==> src/rtl/fir_inv_pkg.sv <==
// Shared widths, FSM state encoding and saturation limits for the inverse FIR.
package fir_inv_pkg;
  localparam int ACC_W = 24;
  localparam int X_W   = 8;
  localparam int Y_W   = 16;
  localparam int P_W   = 2 * X_W;

  localparam logic signed [ACC_W-1:0] SAT_MAX = 24'sd127;
  localparam logic signed [ACC_W-1:0] SAT_MIN = -24'sd128;

  typedef enum logic [1:0] {
    IDLE  = 2'd0,
    MAC   = 2'd1,
    SCALE = 2'd2,
    OUT   = 2'd3
  } state_t;
endpackage

==> src/rtl/fir_inv_mac.sv <==
// Combinational multiply-subtract: o_res = i_acc - i_h * i_x (16-bit product).
module fir_inv_mac
  import fir_inv_pkg::*;
(
  input  logic signed [ACC_W-1:0] i_acc,
  input  logic signed [X_W-1:0]   i_h,
  input  logic signed [X_W-1:0]   i_x,
  output logic signed [ACC_W-1:0] o_res
);
  logic signed [P_W-1:0] w_prod;

  assign w_prod = i_h * i_x;
  assign o_res  = i_acc - {{(ACC_W-P_W){w_prod[P_W-1]}}, w_prod};
endmodule

==> src/rtl/fir_4tap_inv.sv <==
// Recovers x[n] from a 4-tap filtered stream using its own past outputs,
// one tap per cycle through a shared multiply-subtract.
module fir_4tap_inv
  import fir_inv_pkg::*;
#(
  parameter int                      H0_SHIFT = 0,
  parameter logic signed [X_W-1:0]   H1       = 8'sd2,
  parameter logic signed [X_W-1:0]   H2       = 8'sd2,
  parameter logic signed [X_W-1:0]   H3       = 8'sd1
) (
  input  logic                  Clk,
  input  logic                  Reset,
  input  logic signed [Y_W-1:0] Yin,
  input  logic                  Yin_valid,
  output logic                  Yin_ready,
  output logic signed [X_W-1:0] Xout,
  output logic                  Xout_valid,
  input  logic                  Xout_ready,
  output logic                  Sat
);
  state_t                  r_state;
  logic signed [ACC_W-1:0] r_acc;
  logic [1:0]              r_k;
  logic signed [X_W-1:0]   r_hist [3];

  logic signed [X_W-1:0]   w_h;
  logic signed [X_W-1:0]   w_x;
  logic signed [ACC_W-1:0] w_mac;
  logic signed [ACC_W-1:0] w_shift;
  logic                    w_hi;
  logic                    w_lo;
  logic signed [X_W-1:0]   w_xsat;

  assign Yin_ready = (r_state == IDLE);

  // Tap k pairs Hk with x[n-k], which sits in hist[k-1].
  always_comb begin
    w_h = H3;
    w_x = r_hist[2];
    case (r_k)
      2'd1: begin w_h = H1; w_x = r_hist[0]; end
      2'd2: begin w_h = H2; w_x = r_hist[1]; end
      default: ;
    endcase
  end

  fir_inv_mac u_mac (
    .i_acc (r_acc),
    .i_h   (w_h),
    .i_x   (w_x),
    .o_res (w_mac)
  );

  assign w_shift = r_acc >>> H0_SHIFT;
  assign w_hi    = (w_shift > SAT_MAX);
  assign w_lo    = (w_shift < SAT_MIN);
  assign w_xsat  = w_hi ? 8'sd127 : (w_lo ? -8'sd128 : w_shift[X_W-1:0]);

  always_ff @(posedge Clk) begin
    if (Reset) begin
      r_state    <= IDLE;
      r_acc      <= '0;
      r_k        <= '0;
      Xout       <= '0;
      Xout_valid <= 1'b0;
      Sat        <= 1'b0;
      for (int i = 0; i < 3; i++) r_hist[i] <= '0;
    end else begin
      case (r_state)
        IDLE: if (Yin_valid) begin
          r_acc   <= {{(ACC_W-Y_W){Yin[Y_W-1]}}, Yin};
          r_k     <= 2'd1;
          r_state <= MAC;
        end
        MAC: begin
          r_acc <= w_mac;
          if (r_k == 2'd3) begin
            r_k     <= 2'd0;
            r_state <= SCALE;
          end else begin
            r_k <= r_k + 2'd1;
          end
        end
        SCALE: begin
          Xout       <= w_xsat;
          Sat        <= w_hi | w_lo;
          Xout_valid <= 1'b1;
          r_hist[0]  <= w_xsat;
          r_hist[1]  <= r_hist[0];
          r_hist[2]  <= r_hist[1];
          r_state    <= OUT;
        end
        OUT: if (Xout_ready) begin
          Xout_valid <= 1'b0;
          r_state    <= IDLE;
        end
        default: r_state <= IDLE;
      endcase
    end
  end
endmodule

==> config.mk <==
export PLATFORM = sky130hd
export DESIGN_NAME = fir_4tap_inv
export DESIGN_NICKNAME = d
export VERILOG_FILES = /design/src/rtl/fir_inv_pkg.sv /design/src/rtl/fir_inv_mac.sv /design/src/rtl/fir_4tap_inv.sv
export SDC_FILE = /design/constraint.sdc
export NUM_CORES = 1
export LEC_CHECK = 0
export CORE_MARGIN = 2
export CORE_UTILIZATION = 50
export CTS_BUF_LIST = sky130_fd_sc_hd__clkbuf_16
export CTS_CLUSTER_SIZE = 8
export DETAILED_ROUTE_END_ITERATION = 10
export PLACE_DENSITY = 0.8
export RECOVER_POWER = 25
export SYNTH_ARGS = -nofsm -noshare
export SYNTH_HDL_FRONTEND = slang
export SYNTH_SLANG_ARGS = --single-unit
==> constraint.sdc <==
create_clock -name Clk -period 10.35 [get_ports Clk]
set_clock_uncertainty 0.15 [all_clocks]
set_input_delay 2.07 -clock Clk [delete_from_list [all_inputs] [get_ports Clk]]
set_output_delay 2.07 -clock Clk [all_outputs]
set_load 0.005 [all_outputs]
=== Word level (Yosys, flattened, before mapping) ===
Memory sizes are Yosys's and may differ from the RTL's.
Index checks and enable logic that the tools add are counted.

* Add/subtract/negate cells: 2
* $mul: 1
* Order comparisons: 2
* Equal/unequal tests: 9
* Muxes and demuxes: 22
* Bitwise operators: 4
* Reduce and logical (&&, ||, !) cells: 7

{| class="wikitable"
|+ Operators by type and width
! operator !! count
|-
| $pmux W24 S2 || 1
|-
| $mux W8 || 5
|-
| $gt A24 B8 Y1 const B || 1
|-
| $lt A24 B8 Y1 const B || 1
|-
| $mux W24 || 1
|-
| $sub A24 B24 Y24 || 1
|-
| $pmux W8 S2 || 1
|-
| $mul A3 B8 Y11 || 1
|-
| $mux W2 || 5
|-
| $eq A2 B2 Y1 const B || 4
|-
| $pmux W2 S4 || 1
|-
| $mux W1 || 6
|-
| $ne A2 B2 Y1 const B || 3
|-
| $eq A2 B1 Y1 const B || 2
|-
| $or A1 B1 Y1 || 4
|-
| $pmux W2 S2 || 1
|-
| $reduce_and A2 Y1 || 2
|-
| $reduce_bool A2 Y1 || 2
|-
| $reduce_and A3 Y1 || 1
|-
| $add A2 B1 Y2 const B || 1
|-
| $logic_not A2 Y1 || 1
|-
| $pmux W1 S2 || 1
|-
| $reduce_or A2 Y1 || 1
|}

* Register bits after elaboration: 38
* Memory bits (writable): 24
* Input port bits: 20
* Output and inout bits: 11
* Logic and storage cells: 54
* Memories: 1

{| class="wikitable"
|+ Memories
! memory !! words !! bits a word !! rd ports !! clocked after memory_dff !! write ports !! RTL line !! RTL
|-
| r_hist || 3 || 8 || 3 || 0 || 3 || fir_4tap_inv.sv:24 || <nowiki>logic signed [X_W-1:0] r_hist [3];</nowiki>
|}

=== Depth between registers and ports, before layout ===
* Depth after elaboration: 6
* Mapped depth: 18
* Depth with buffers taken out: 16

=== By module ===
A second synthesis with hierarchy kept.

* Cells, all modules: 700
* Area, all modules: 6332.3 um^2

{| class="wikitable"
|+ Modules (own cells, without submodules)
! module !! instances !! cells an instance !! area each (um^2) !! seq. area each (um^2)
|-
| fir_inv_mac || 1 || 421 || 3520.9 || 0.0
|-
| fir_4tap_inv || 1 || 279 || 2811.4 || 1481.4
|}

=== Worst setup path before layout ===
No wires, ideal clock.

* Kind: input-to-reg
* Start: input Yin_valid
* End: register r_acc[23]
* Library setup time: 0.058 ns
* Data arrival time: 3.362 ns
* Required time: 10.142 ns
* Setup slack: 6.780 ns
* Stages on the path: 9
* Path buffers: 1
* Cell sequence: nand2b_2 -> a21boi_4 -> or2_1 -> buf_2 -> and2_4 -> nand3_1 -> nand4_1 -> o21ai_1 -> o211a_1

* Cells in the longest elaborated chain, start to end: 2

{| class="wikitable"
|+ Ends and longest elaborated chain
! what !! RTL line !! RTL
|-
| start, declared || fir_4tap_inv.sv:14 || <nowiki>input logic Yin_valid,</nowiki>
|-
| $ne A2 B2 Y1 (no line) || - ||
|-
| $reduce_and A2 Y1 (no line) || - ||
|-
| end signal, assigned || fir_4tap_inv.sv:71 || <nowiki>r_acc <= {{(ACC_W-Y_W){Yin[Y_W-1]}}, Yin};</nowiki>
|-
| end signal, assigned || fir_4tap_inv.sv:76 || <nowiki>r_acc <= w_mac;</nowiki>
|-
| end, declared || fir_4tap_inv.sv:22 || <nowiki>logic signed [ACC_W-1:0] r_acc;</nowiki>
|}

Every way passes these cells.
A chain may end at the register's enable or synchronous reset.

==> qor.csv <==
metric,value,unit
status,completed,
Max stage delay on crit path,0.81,ns
"Clk pin slew, worst setup/hold paths",0.06,ns
"top cells by count, synth","nor2_1, dfxtp_1, a21oi_1, ha_1, o21ai_0",
Initial DRC Count,284,
multi-input logic area,2370,µm²
most frequent cell after synthesis,nor2_1,
antenna violations before repair,0,
grt total ovfl,0,
Most used DFF post-synth,dfxtp_1,
Resize count post-CTS,0,
WL final,9640,µm
worst min-delay path class,flip-flop to flip-flop,
Yosys top cell area share,19.0,%
# setup viols final,0,
CTS tree,yes,
crit path max fanout,26,
Worst Tran Pin Value,1.11,ns
Post-CTS Hold Buffers,0,
vias in the first global route,3330,
Synth warnings,0,
Nets,522,
Final HPWL DP,7130,µm
RSZ-0062 raised after global routing,false,
CTS Buf Count,9,
critical path type,input pin to flip-flop,
Worst path slowest cell,clkbuf_1,
fillcell total,642,
GRT Overall Usage,23.0,%
DRT antenna net count,0,
Syn Area/Cell,8.96,µm²
Skew-Pair Late Insertion Delay,0.32,ns
CP endpoint kind,flip-flop,
final hold slack,0.291,ns
GP Congestion,0.863,
Starting Density,51.8,%
setup tns final,0,ns
synthesized net count,499,
Period minus WS final,4.85,ns
Num Clock Sinks,62,
first-pass GRT wire length,15700,µm
synthesis-to-layout area growth,16.2,%
"Distinct cells, synth",61,
die height,93.5,µm
ranking of synthesized cells by area,"dfxtp_1, edfxtp_1, ha_1, nor2_1, a21oi_1",
Core ar.,7730,µm²
wire per inst,16.7,µm
most area-hungry cell type in the Yosys netlist,dfxtp_1,
detailed-route via count,3477,
Ports,31,
Mapped Area,4010,µm²
worst path required time,10.15,ns
storage element area,1480,µm²
row cnt,32,
DRC,0,
relative slew slack,26.2,%
CP Cell Sequence,"dlygate4sd3_1, clkbuf_1, nor2_1, inv_1",
ANT cells,0,
postcts setup bufs,0,
Worst Setup Start Kind,input pin,
Port Buffers,30,
largest net degree at the start of global routing,27,
drt pass-1 iters,5,
"Async S/R FF share, synth",0,%
Achievable Freq,206,MHz
drt via density,6.03,
final hold viol count,0,
CTS H-tree depth,3,
"EDFF count, synth",24,
Die W,93.5,µm
CTS Root Cell,clkbuf_16,
WP data arrival,4.65,ns
Max Slew Vio Count,0,
"Seq/Total Area, Yosys",37.0,%
cell count after synthesis,447,
die area,8750,µm²
total of max-cap violations,0,
Clock Path Buffers,2,
final worst path period share,46.9,%
#FFs+latches synth,62,
share of layout cells above drive strength 1,7.58,%
kinds of logic after synthesis:
kind of cell / after synthesis / synth area share, %
AO/OA/AOI/OAI: 148 / 25.5
XOR/XNOR: 18 / 3.94
adder cells (fa/ha/maj): 32 / 10.2
buffers and inverters: 36 / 3.69
flip-flops: 62 / 37.0
multiplexers: 3 / 0.750
other: 1 / 0.0936
AND/OR/NAND/NOR: 147 / 18.9
worst paths after layout:
path                from            end  slack (ns)  cells after the start
setup / recovery   Reset  r_hist[0][20]        5.50                      4
hold / removal       Sat            Sat        0.29                      2
setup reg to reg  r_k[0]      r_acc[23]        6.46                     15
hold reg to reg      Sat            Sat        0.29                      2
layer usage:
metal,vias up,global-route usage [%],part of all wire (%)
li1,1703,-,-
met1,1665,30.1,46
met2,97,38.4,48
met3,12,5.32,4.8
met4,0,6.00,1.3
met5,-,0,0
sequential cells by signal, summed over array words and instances, names as in the netlist:
signal,cells
r_state,2
r_k,2
Xout_valid,1
Sat,1
r_acc,24
r_hist,24
Xout,8
critical path, delay by kind of cell:
| family | cells | cell delay (ns) |
|---|---|---|
| buf+inv | 3 | 2.12 |
| simple gates | 1 | 0.44 |
area by class of cell:
cell class              count  area share (%)
clock inverters             7            1.72
flip-flops and latches     62            31.8
multi-input cells         349            50.9
inverters                  16            1.29
repair buffers             32            6.69
well taps                 102            2.74
clock buffers               9            4.84
metrics by stage:
stage / utilization (%) / cell area (µm²) / setup slack [ns] / std cells
final: 60.3 / 4660 / 5.50 / 577
after global routing: 60.3 / 4660 / 5.25 / 577
after CTS: 60.4 / 4670 / 6.20 / 577
after detailed placement: 56.4 / 4360 / 5.94 / 561
after global placement: 56.4 / 4360 / 6.00 / 561
after floorplan: - / 4010 / 6.78 / 447
cell usage in the layout (no fill, tap or decap), drive strengths merged, types with 12 or more instances in the layout:
master and n:
a21o 16, a21oi 38, and2 22, clkdlybuf4s50 18, dfxtp 38, dlygate4sd3 12
edfxtp 24, ha 31, inv 18, nand2 24, nor2 47, o21ai 33
xnor2 12
Power is not shown: default switching activity piles up to over one toggle a cycle in this logic, so the estimate is an artifact.
